===== src/rtl/mips_bus_arbiter_if.sv =====
// rtl/mips_bus_arbiter_if.sv - requester and Avalon master signal bundle for mips_bus_arbiter
interface mips_bus_arbiter_if #(
  parameter int N_PORTS = 2,
  parameter int ADDR_W  = 32,
  parameter int DATA_W  = 32
);
  localparam int BE_W = DATA_W / 8;

  // requester side
  logic [N_PORTS-1:0]        req_valid;
  logic [N_PORTS-1:0]        req_ready;
  logic [N_PORTS-1:0]        req_write;
  logic [N_PORTS*ADDR_W-1:0] req_addr;
  logic [N_PORTS*DATA_W-1:0] req_wdata;
  logic [N_PORTS*BE_W-1:0]   req_be;
  logic [N_PORTS-1:0]        rsp_valid;
  logic [DATA_W-1:0]         rsp_rdata;
  logic                      busy;

  // Avalon master side
  logic [ADDR_W-1:0]         address;
  logic                      write;
  logic                      read;
  logic [DATA_W-1:0]         writedata;
  logic [BE_W-1:0]           byteenable;
  logic                      waitrequest;
  logic [DATA_W-1:0]         readdata;

  modport master (
    input  req_valid, req_write, req_addr, req_wdata, req_be, waitrequest, readdata,
    output req_ready, rsp_valid, rsp_rdata, busy,
    output address, write, read, writedata, byteenable
  );

  modport slave (
    output req_valid, req_write, req_addr, req_wdata, req_be, waitrequest, readdata,
    input  req_ready, rsp_valid, rsp_rdata, busy,
    input  address, write, read, writedata, byteenable
  );
endinterface


===== src/rtl/mips_bus_arbiter.sv =====
// rtl/mips_bus_arbiter.sv - N-port arbiter driving one non-pipelined Avalon master
module mips_bus_arbiter #(
  parameter int N_PORTS = 2,
  parameter int ADDR_W  = 32,
  parameter int DATA_W  = 32,
  parameter int RR      = 1
) (
  input logic             clk,
  input logic             reset,
  mips_bus_arbiter_if.master bus
);
  localparam int BE_W = DATA_W / 8;
  localparam int GW   = (N_PORTS > 1) ? $clog2(N_PORTS) : 1;

  typedef enum logic {IDLE, BUS} state_t;

  state_t               state, state_nxt;
  logic [GW-1:0]        last_grant, grant, cur_port;
  logic [GW:0]          start;
  logic [2*N_PORTS-1:0] rotated;
  logic                 any_req, accept, done;
  logic [N_PORTS-1:0]   ready, rsp_pulse;
  logic                 rd_q, wr_q, busy_q;
  logic [ADDR_W-1:0]    addr_q;
  logic [DATA_W-1:0]    wdata_q, rdata_q;
  logic [BE_W-1:0]      be_q;

  assign done = (rd_q | wr_q) & ~bus.waitrequest;

  // Pick the winner: rotate the request vector so the search starts at the preferred port.
  always_comb begin : arbitrate
    logic [GW:0] idx;
    idx     = '0;
    start   = (RR != 0) ? ({1'b0, last_grant} + (GW+1)'(1)) : '0;
    rotated = {bus.req_valid, bus.req_valid} >> start;
    any_req = 1'b0;
    grant   = '0;
    for (int k = 0; k < N_PORTS; k++) begin
      if (!any_req && rotated[k]) begin
        idx = start + (GW+1)'(k);
        if (idx >= (GW+1)'(N_PORTS)) idx = idx - (GW+1)'(N_PORTS);
        any_req = 1'b1;
        grant   = idx[GW-1:0];
      end
    end
  end

  // State register.
  always_ff @(posedge clk or negedge reset) begin
    if (!reset) state <= IDLE;
    else        state <= state_nxt;
  end

  // Next state and combinational accept; ready is masked while reset is held.
  always_comb begin
    state_nxt = state;
    ready     = '0;
    accept    = 1'b0;
    case (state)
      IDLE: begin
        if (any_req && reset) begin
          accept       = 1'b1;
          ready[grant] = 1'b1;
          state_nxt    = BUS;
        end
      end
      BUS: begin
        if (done) state_nxt = IDLE;
      end
      default: state_nxt = IDLE;
    endcase
  end

  // Capture the granted request into the bus registers; retire it on the completing edge.
  always_ff @(posedge clk or negedge reset) begin
    if (!reset) begin
      last_grant <= GW'(N_PORTS - 1);
      cur_port   <= '0;
      rd_q       <= 1'b0;
      wr_q       <= 1'b0;
      busy_q     <= 1'b0;
      addr_q     <= '0;
      wdata_q    <= '0;
      be_q       <= '0;
      rdata_q    <= '0;
      rsp_pulse  <= '0;
    end else begin
      rsp_pulse <= '0;
      if (accept) begin
        cur_port   <= grant;
        last_grant <= grant;
        addr_q     <= bus.req_addr[grant*ADDR_W +: ADDR_W];
        wdata_q    <= bus.req_wdata[grant*DATA_W +: DATA_W];
        be_q       <= bus.req_be[grant*BE_W +: BE_W];
        wr_q       <= bus.req_write[grant];
        rd_q       <= ~bus.req_write[grant];
        busy_q     <= 1'b1;
      end else if (state == BUS && done) begin
        rd_q                <= 1'b0;
        wr_q                <= 1'b0;
        busy_q              <= 1'b0;
        rsp_pulse[cur_port] <= 1'b1;
        if (rd_q) rdata_q <= bus.readdata;
      end
    end
  end

  assign bus.req_ready  = ready;
  assign bus.rsp_valid  = rsp_pulse;
  assign bus.rsp_rdata  = rdata_q;
  assign bus.busy       = busy_q;
  assign bus.address    = addr_q;
  assign bus.write      = wr_q;
  assign bus.read       = rd_q;
  assign bus.writedata  = wdata_q;
  assign bus.byteenable = be_q;
endmodule

===== src/flat_wrapper.sv =====
// flat-port wrapper written by rule: the top's interface ports become plain ports
module mips_bus_arbiter_flat 
#(
  parameter int N_PORTS = 2,
  parameter int ADDR_W  = 32,
  parameter int DATA_W  = 32,
  parameter int RR      = 1
)
  (clk, reset, bus_req_valid, bus_req_write, bus_req_addr, bus_req_wdata, bus_req_be, bus_waitrequest, bus_readdata, bus_req_ready, bus_rsp_valid, bus_rsp_rdata, bus_busy, bus_address, bus_write, bus_read, bus_writedata, bus_byteenable);
  mips_bus_arbiter_if #(.N_PORTS(N_PORTS), .ADDR_W(ADDR_W), .DATA_W(DATA_W)) bus_i ();
  input logic clk;
  input logic reset;
  input wire logic [$bits(bus_i.req_valid)-1:0] bus_req_valid;
  input wire logic [$bits(bus_i.req_write)-1:0] bus_req_write;
  input wire logic [$bits(bus_i.req_addr)-1:0] bus_req_addr;
  input wire logic [$bits(bus_i.req_wdata)-1:0] bus_req_wdata;
  input wire logic [$bits(bus_i.req_be)-1:0] bus_req_be;
  input wire logic [$bits(bus_i.waitrequest)-1:0] bus_waitrequest;
  input wire logic [$bits(bus_i.readdata)-1:0] bus_readdata;
  output wire logic [$bits(bus_i.req_ready)-1:0] bus_req_ready;
  output wire logic [$bits(bus_i.rsp_valid)-1:0] bus_rsp_valid;
  output wire logic [$bits(bus_i.rsp_rdata)-1:0] bus_rsp_rdata;
  output wire logic [$bits(bus_i.busy)-1:0] bus_busy;
  output wire logic [$bits(bus_i.address)-1:0] bus_address;
  output wire logic [$bits(bus_i.write)-1:0] bus_write;
  output wire logic [$bits(bus_i.read)-1:0] bus_read;
  output wire logic [$bits(bus_i.writedata)-1:0] bus_writedata;
  output wire logic [$bits(bus_i.byteenable)-1:0] bus_byteenable;
  assign bus_i.req_valid = bus_req_valid;
  assign bus_i.req_write = bus_req_write;
  assign bus_i.req_addr = bus_req_addr;
  assign bus_i.req_wdata = bus_req_wdata;
  assign bus_i.req_be = bus_req_be;
  assign bus_i.waitrequest = bus_waitrequest;
  assign bus_i.readdata = bus_readdata;
  assign bus_req_ready = bus_i.req_ready;
  assign bus_rsp_valid = bus_i.rsp_valid;
  assign bus_rsp_rdata = bus_i.rsp_rdata;
  assign bus_busy = bus_i.busy;
  assign bus_address = bus_i.address;
  assign bus_write = bus_i.write;
  assign bus_read = bus_i.read;
  assign bus_writedata = bus_i.writedata;
  assign bus_byteenable = bus_i.byteenable;
  mips_bus_arbiter #(.N_PORTS(N_PORTS), .ADDR_W(ADDR_W), .DATA_W(DATA_W), .RR(RR)) u_core (.clk(clk), .reset(reset), .bus(bus_i));
endmodule

===== config.mk =====
export PLATFORM = sky130hd
export DESIGN_NAME = mips_bus_arbiter_flat
export DESIGN_NICKNAME = d
export VERILOG_FILES = /design/src/rtl/mips_bus_arbiter_if.sv /design/src/rtl/mips_bus_arbiter.sv /design/src/flat_wrapper.sv
export SDC_FILE = /design/constraint.sdc
export NUM_CORES = 1
export LEC_CHECK = 0
export CORE_MARGIN = 4
export CORE_UTILIZATION = 40
export CTS_CLUSTER_DIAMETER = 50
export DETAILED_ROUTE_END_ITERATION = 10
export PLACE_DENSITY_LB_ADDON = 0.2
export SYNTH_ARGS = -nofsm -noshare
export SYNTH_HDL_FRONTEND = slang
export SYNTH_SLANG_ARGS = --single-unit
export TNS_END_PERCENT = 30

===== constraint.sdc =====
create_clock -name clk -period 2.8 [get_ports clk]
set_input_delay 0.42 -clock clk [delete_from_list [all_inputs] [get_ports clk]]
set_output_delay 0.42 -clock clk [all_outputs]
set_load 0.02 [all_outputs]

After elaboration in Yosys (flattened, before gate mapping) --
Cells that the tools add are included.
Cells by class: reductions and logical operators 8, shift-type cells 4, bitwise logic cells 6, $lt $le $gt $ge 6, multiplexer cells 24, add/sub/neg operators 4
Operators with widths (number):
- $shiftx 64x7->32 | 2
- $mux 1 | 17
- $mux 2 | 4
- $shiftx 8x4->4 | 1
- $logic_and 1x1->1 | 5
- $ge 2x2->1 const B | 2
- $lt 1x2->1 const B | 2
- $not 1->1 | 4
- $shr 4x2->2 | 1
- $reduce_and 3->1 | 1
- $add 1x1->2 const B | 1
- $add 2x1->2 const B | 1
- $demux 1 s1 | 2
- $ge 1x1->1 const B | 2
- $pmux 1 s2 | 1
- $reduce_bool 2->1 | 1
- $sub 1x1->1 const B | 2
- $and 1x1->1 | 1
- $logic_not 1->1 | 1
- $or 1x1->1 | 1
Word-level totals: logic and storage cells 63, output and inout port bits 107, bits in registers 108, bits of input ports 175

Longest topological paths before layout --
depth in word-level cells 12, mapped depth 6, mapped depth without buffers 3

Worst setup path before layout --
OpenSTA, ideal clock, no wires.
kind input-to-output, start point input port bus_req_valid[0], end point output port bus_req_ready[0], stages on the path 4, slack 0.773 ns, data required time 2.380 ns, buffers on the path 3, arrival time 1.607 ns, cell sequence buf_2 > buf_2 > clkbuf_1 > nor3b_1
On the way: cells in the longest elaborated chain, start to end 11, elaborated cells on any way between the ends 15, classes of those cells 2 x order compare; 1 x shift; 8 x mux; 4 x reduce/logical
Ends and longest elaborated chain:
- start, declared | RTL line flat_wrapper.sv:13 | input wire logic [$bits(bus_i.req_valid)-1:0] bus_req_valid;
- $shr 4x2->2 (*) | RTL line mips_bus_arbiter.sv:35 | rotated = {bus.req_valid, bus.req_valid} >> start;
- $mux 1 | RTL line mips_bus_arbiter.sv:39 | if (!any_req && rotated[k]) begin
- $logic_not 1->1 | RTL line mips_bus_arbiter.sv:39
- $logic_and 1x1->1 | RTL line mips_bus_arbiter.sv:39
- $mux 1 | RTL line mips_bus_arbiter.sv:39
- $lt 1x2->1 (implied by the code) or $ge 1x1->1 (tied branches) | RTL line mips_bus_arbiter.sv:63 | ready[grant] = 1'b1;
- $logic_and 1x1->1 (implied by the code) | RTL line mips_bus_arbiter.sv:63
- $mux 1 (implied by the code) | RTL line mips_bus_arbiter.sv:63
- $demux 1 s1
- $mux 2 (*) | RTL line mips_bus_arbiter.sv:61 | if (any_req && reset) begin
- $mux 2 (*) | RTL line mips_bus_arbiter.sv:59 | case (state)
- end, declared | RTL line flat_wrapper.sv:20 | output wire logic [$bits(bus_i.req_ready)-1:0] bus_req_ready;
Mark *: on every way between the ends. The rest lies on a longest branch, timed or not.

Worst setup path after layout --
start point register u_core.state, end point output port bus_req_ready[0]
On the way: cells in the longest elaborated chain, start to end 1
Ends and longest elaborated chain:
- start, declared | RTL line mips_bus_arbiter.sv:17 | state_t state, state_nxt;
- start signal, assigned | RTL line mips_bus_arbiter.sv:51 | else state <= state_nxt;
- $mux 2 | RTL line mips_bus_arbiter.sv:59
Every way passes these cells.

==> flow_summary_export.csv <==
group,metric,value,unit
global_routing,first_global_vias,4632,
routing,drtPass1Iterations,4,
timing,rsz0062_at_grt,"no",
routing,dr.first_iter.drc_count,406,
cts,cts-buffers-inserted,9,
cts,ctsResizeCount,0,
cts,ctsLongestPathBuffers,2,
placed_design,placed_cell_area,7580,um^2
setup_path,cp_top_family,"buffers and inverters",
setup_path,critPathSlowestCell,"clkdlybuf4s50_1",
setup_path,critical_path_class,"flip-flop to output pin",
die,dieArea,13700,um^2
timing,hold_ws,0.142,ns
setup_path,r2r_slack,0.70,ns
final_layout,final_cells,817,
setup_path,cp-end-kind,"output pin",
final_layout,area_delta_synth_final,65.7,%
setup_path,r2r_start,"u_core.state$_DFF_PN0_",
cts,cts.sink_count,108,
setup_path,crit_cells,3,
synth,yosysWarnings,0,
synth,syn_area,4750,um^2
synth,synth_nets,586,
cts,postCtsSetupBuffers,0,
routing,routed_wl,16.2,mm
power_and_ir_drop,p_leak,3.25,nW
setup_path,endpoint,"bus_req_ready[0]",
timing,drv_slew,0,
worst_hold_path,hold_class,"primary input to asynchronous set/reset pin",
power_and_ir_drop,p_per_area,1030,nW/um^2
setup_path,regToRegEndpoint,"u_core.bus.address[15]$_DFFE_PN0P_",
timing,max_freq,412,MHz
routing,routedWlPerCell,19.8,um
synth,ys_types,23,
setup_path,critPathMaxStageDelay,0.66,ns
final_layout,multiInputGateArea,1820,um^2
timing,finalHoldViolations,0,
routing,routed_via_density,5.49,
cts,cts_tree,"done",
cts,clk_latency,0.35,ns
final_layout,insertedDiodeCount,0,
setup_path,crit_fanout,30,
timing,tightest_slew,0.907,ns
final_layout,drive_above_1_share,9.64,%
timing,period_share,86.6,%
placed_design,dpl.cell_count,801,
placed_design,place_congestion,0.776,
global_routing,grt-ovfl-total,0,
timing,slew_headroom,39.5,%
final_layout,post-route-util,68.4,%
global_routing,antenna_found_initial,0,
timing,finalClockSkew,0.0111,ns
die,die_h,117,um
synth,synth_seq_cells,108,
cts,clk_pin_slew,0.08,ns
timing,fin_tns_setup,0,ns
setup_path,cp_cell_sequence,"nand2b_4, nor3b_1, clkdlybuf4s50_1",
global_routing,grt_usage,23.2,%
routing,remaining_drc_errors,0,
setup_path,critPathBufInv,1,
cts,cts-root-buf,"clkbuf_16",
synth,syn_inst,411,
setup_path,crit_start,"u_core.state$_DFF_PN0_",
die,core_area,11500,um^2
routing,num_vias,4483,
final_layout,fin_area,7880,um^2
synth,ys_seq_area_share,56.9,%
routing,detail-route-antenna-nets,0,
final_layout,fill_cells,884,
setup_path,worstPathRequired,2.38,ns
run_status,outcome,"finished, final reports clean",
job,maxCapViolCount,0,
global_routing,grt_max_degree,73,
global_routing,grt_first_pass_wirelength,24.7,mm
final_layout,nets,844,
synth,syn_area_per_cell,11.6,um^2
die,rows,39,
setup_path,startpoint_type,"flip-flop",
setup_path,ff2ff_path_depth,4,
die,io_pins,282,
die,start_util,41.3,%
timing,finalSetupViolations,0,
cts,postCtsHoldBufs,0,
placed_design,place.port_buffers,281,
timing,min_period,2.42,ns
final_layout,regArea,2700,um^2
die,die_w,117,um
cts,h-tree-depth,3,
setup_path,arrival,2.00,ns
placed_design,dpl.hpwl,11.6,mm
power_and_ir_drop,ir_drop,0.629,mV
-- cells by family after synthesis --
| family | share of synthesized area (%) |
|---|---|
| compound gates | 15.6 |
| simple gates | 14.2 |
| mux | 8.24 |
| buf+inv | 5.16 |
| flops | 56.9 |
-- cell usage in the layout, fill, tap and decap left out, types with 3 or more instances in the layout --
cell type | netlist | layout
buf_4 | 1 | 8
nor2_1 | 3 | 3
nand2_1 | 72 | 72
mux2_2 | 33 | 33
nor3_1 | 68 | 68
clkdlybuf4s50_1 | 0 | 279
a221o_1 | 68 | 68
dfrtp_1 | 107 | 107
o21ai_0 | 3 | 3
clkbuf_16 | 0 | 9
-- per-stage QoR --
step	worst slack, ns	power (W)
2_1_floorplan	0.773	0.00482
3_3_place_gp	0.385	0.00679
3_5_place_dp	0.379	0.00688
4_1_cts	0.351	0.00816
5_1_grt	0.310	0.00851
6_report	0.376	0.00808
-- sequential cells by signal, summed over array words and instances, names as in the netlist --
register,cells
u_core.last_grant,1
u_core.bus.rsp_rdata,32
u_core.bus.busy,1
u_core.bus.address,32
u_core.bus.rsp_valid,2
u_core.bus.byteenable,4
u_core.bus.writedata,32
u_core.bus.write,1
u_core.bus.read,1
u_core.state,1
u_core.cur_port,1
-- cells in the mapped netlist --
| cell type | instances | share of area (%) |
|---|---|---|
| nor3_1 | 68 | 7.2 |
| nor2b_1 | 2 | 0.26 |
| buf_2 | 16 | 1.7 |
| and2_1 | 1 | 0.13 |
| nand2b_4 | 1 | 0.29 |
| dfstp_2 | 1 | 0.55 |
| nor3b_1 | 1 | 0.16 |
| dfrtp_1 | 107 | 56 |
| nand2_1 | 72 | 5.7 |
| a221o_1 | 68 | 14 |
| nor2_1 | 3 | 0.24 |
| a21bo_2 | 1 | 0.21 |
| mux2i_1 | 2 | 0.42 |
| inv_1 | 1 | 0.079 |
| buf_4 | 1 | 0.16 |
| o21ai_0 | 3 | 0.32 |
| nand2b_1 | 1 | 0.13 |
| buf_6 | 8 | 1.9 |
| nor2_2 | 1 | 0.13 |
| a21o_1 | 2 | 0.32 |
| clkbuf_1 | 17 | 1.3 |
| o21bai_4 | 1 | 0.39 |
| mux2_2 | 33 | 7.8 |
-- metal layers --
layer	global-route usage (%)	routed length, um	vias to the layer above
li1	-	-	2047
met1	29.3	6380	2222
met2	38.6	8160	185
met3	5.55	1140	29
met4	9.33	492	0
met5	0	0	-
-- where the power goes --
group          switching (W)  internal (W)  total (W)
Combinational        0.00196       0.00214    0.00410
Clock               0.000630      0.000627    0.00126
Sequential          0.000424       0.00230    0.00273
Total                0.00302       0.00507    0.00808
-- worst min path at each step --
stage	start	to	slack, ns	cells after the start
final	reset	u_core.bus.busy$_DFFE_PN0P_	0.14	2
after floorplan	reset	u_core.bus.address[0]$_DFFE_PN0P_	0.12	0
after detailed placement	u_core.cur_port$_DFFE_PN0P_	u_core.bus.rsp_valid[0]$_DFF_PN0_	0.46	1
after CTS	reset	u_core.bus.busy$_DFFE_PN0P_	0.15	2
after global routing	reset	u_core.bus.busy$_DFFE_PN0P_	0.19	2
after global placement	u_core.cur_port$_DFFE_PN0P_	u_core.bus.rsp_valid[0]$_DFF_PN0_	0.44	1
-- area by class of cell --
type	instances	share of cell area (%)
multi-input combinational	260	23.1
inverter	1	0.0477
clock inverter	7	0.874
timing repair buffer	289	36.5
sequential	108	34.3
clock buffer	9	2.86
tap	143	2.27
No activity file was read; power rests on OpenSTA's default activity.
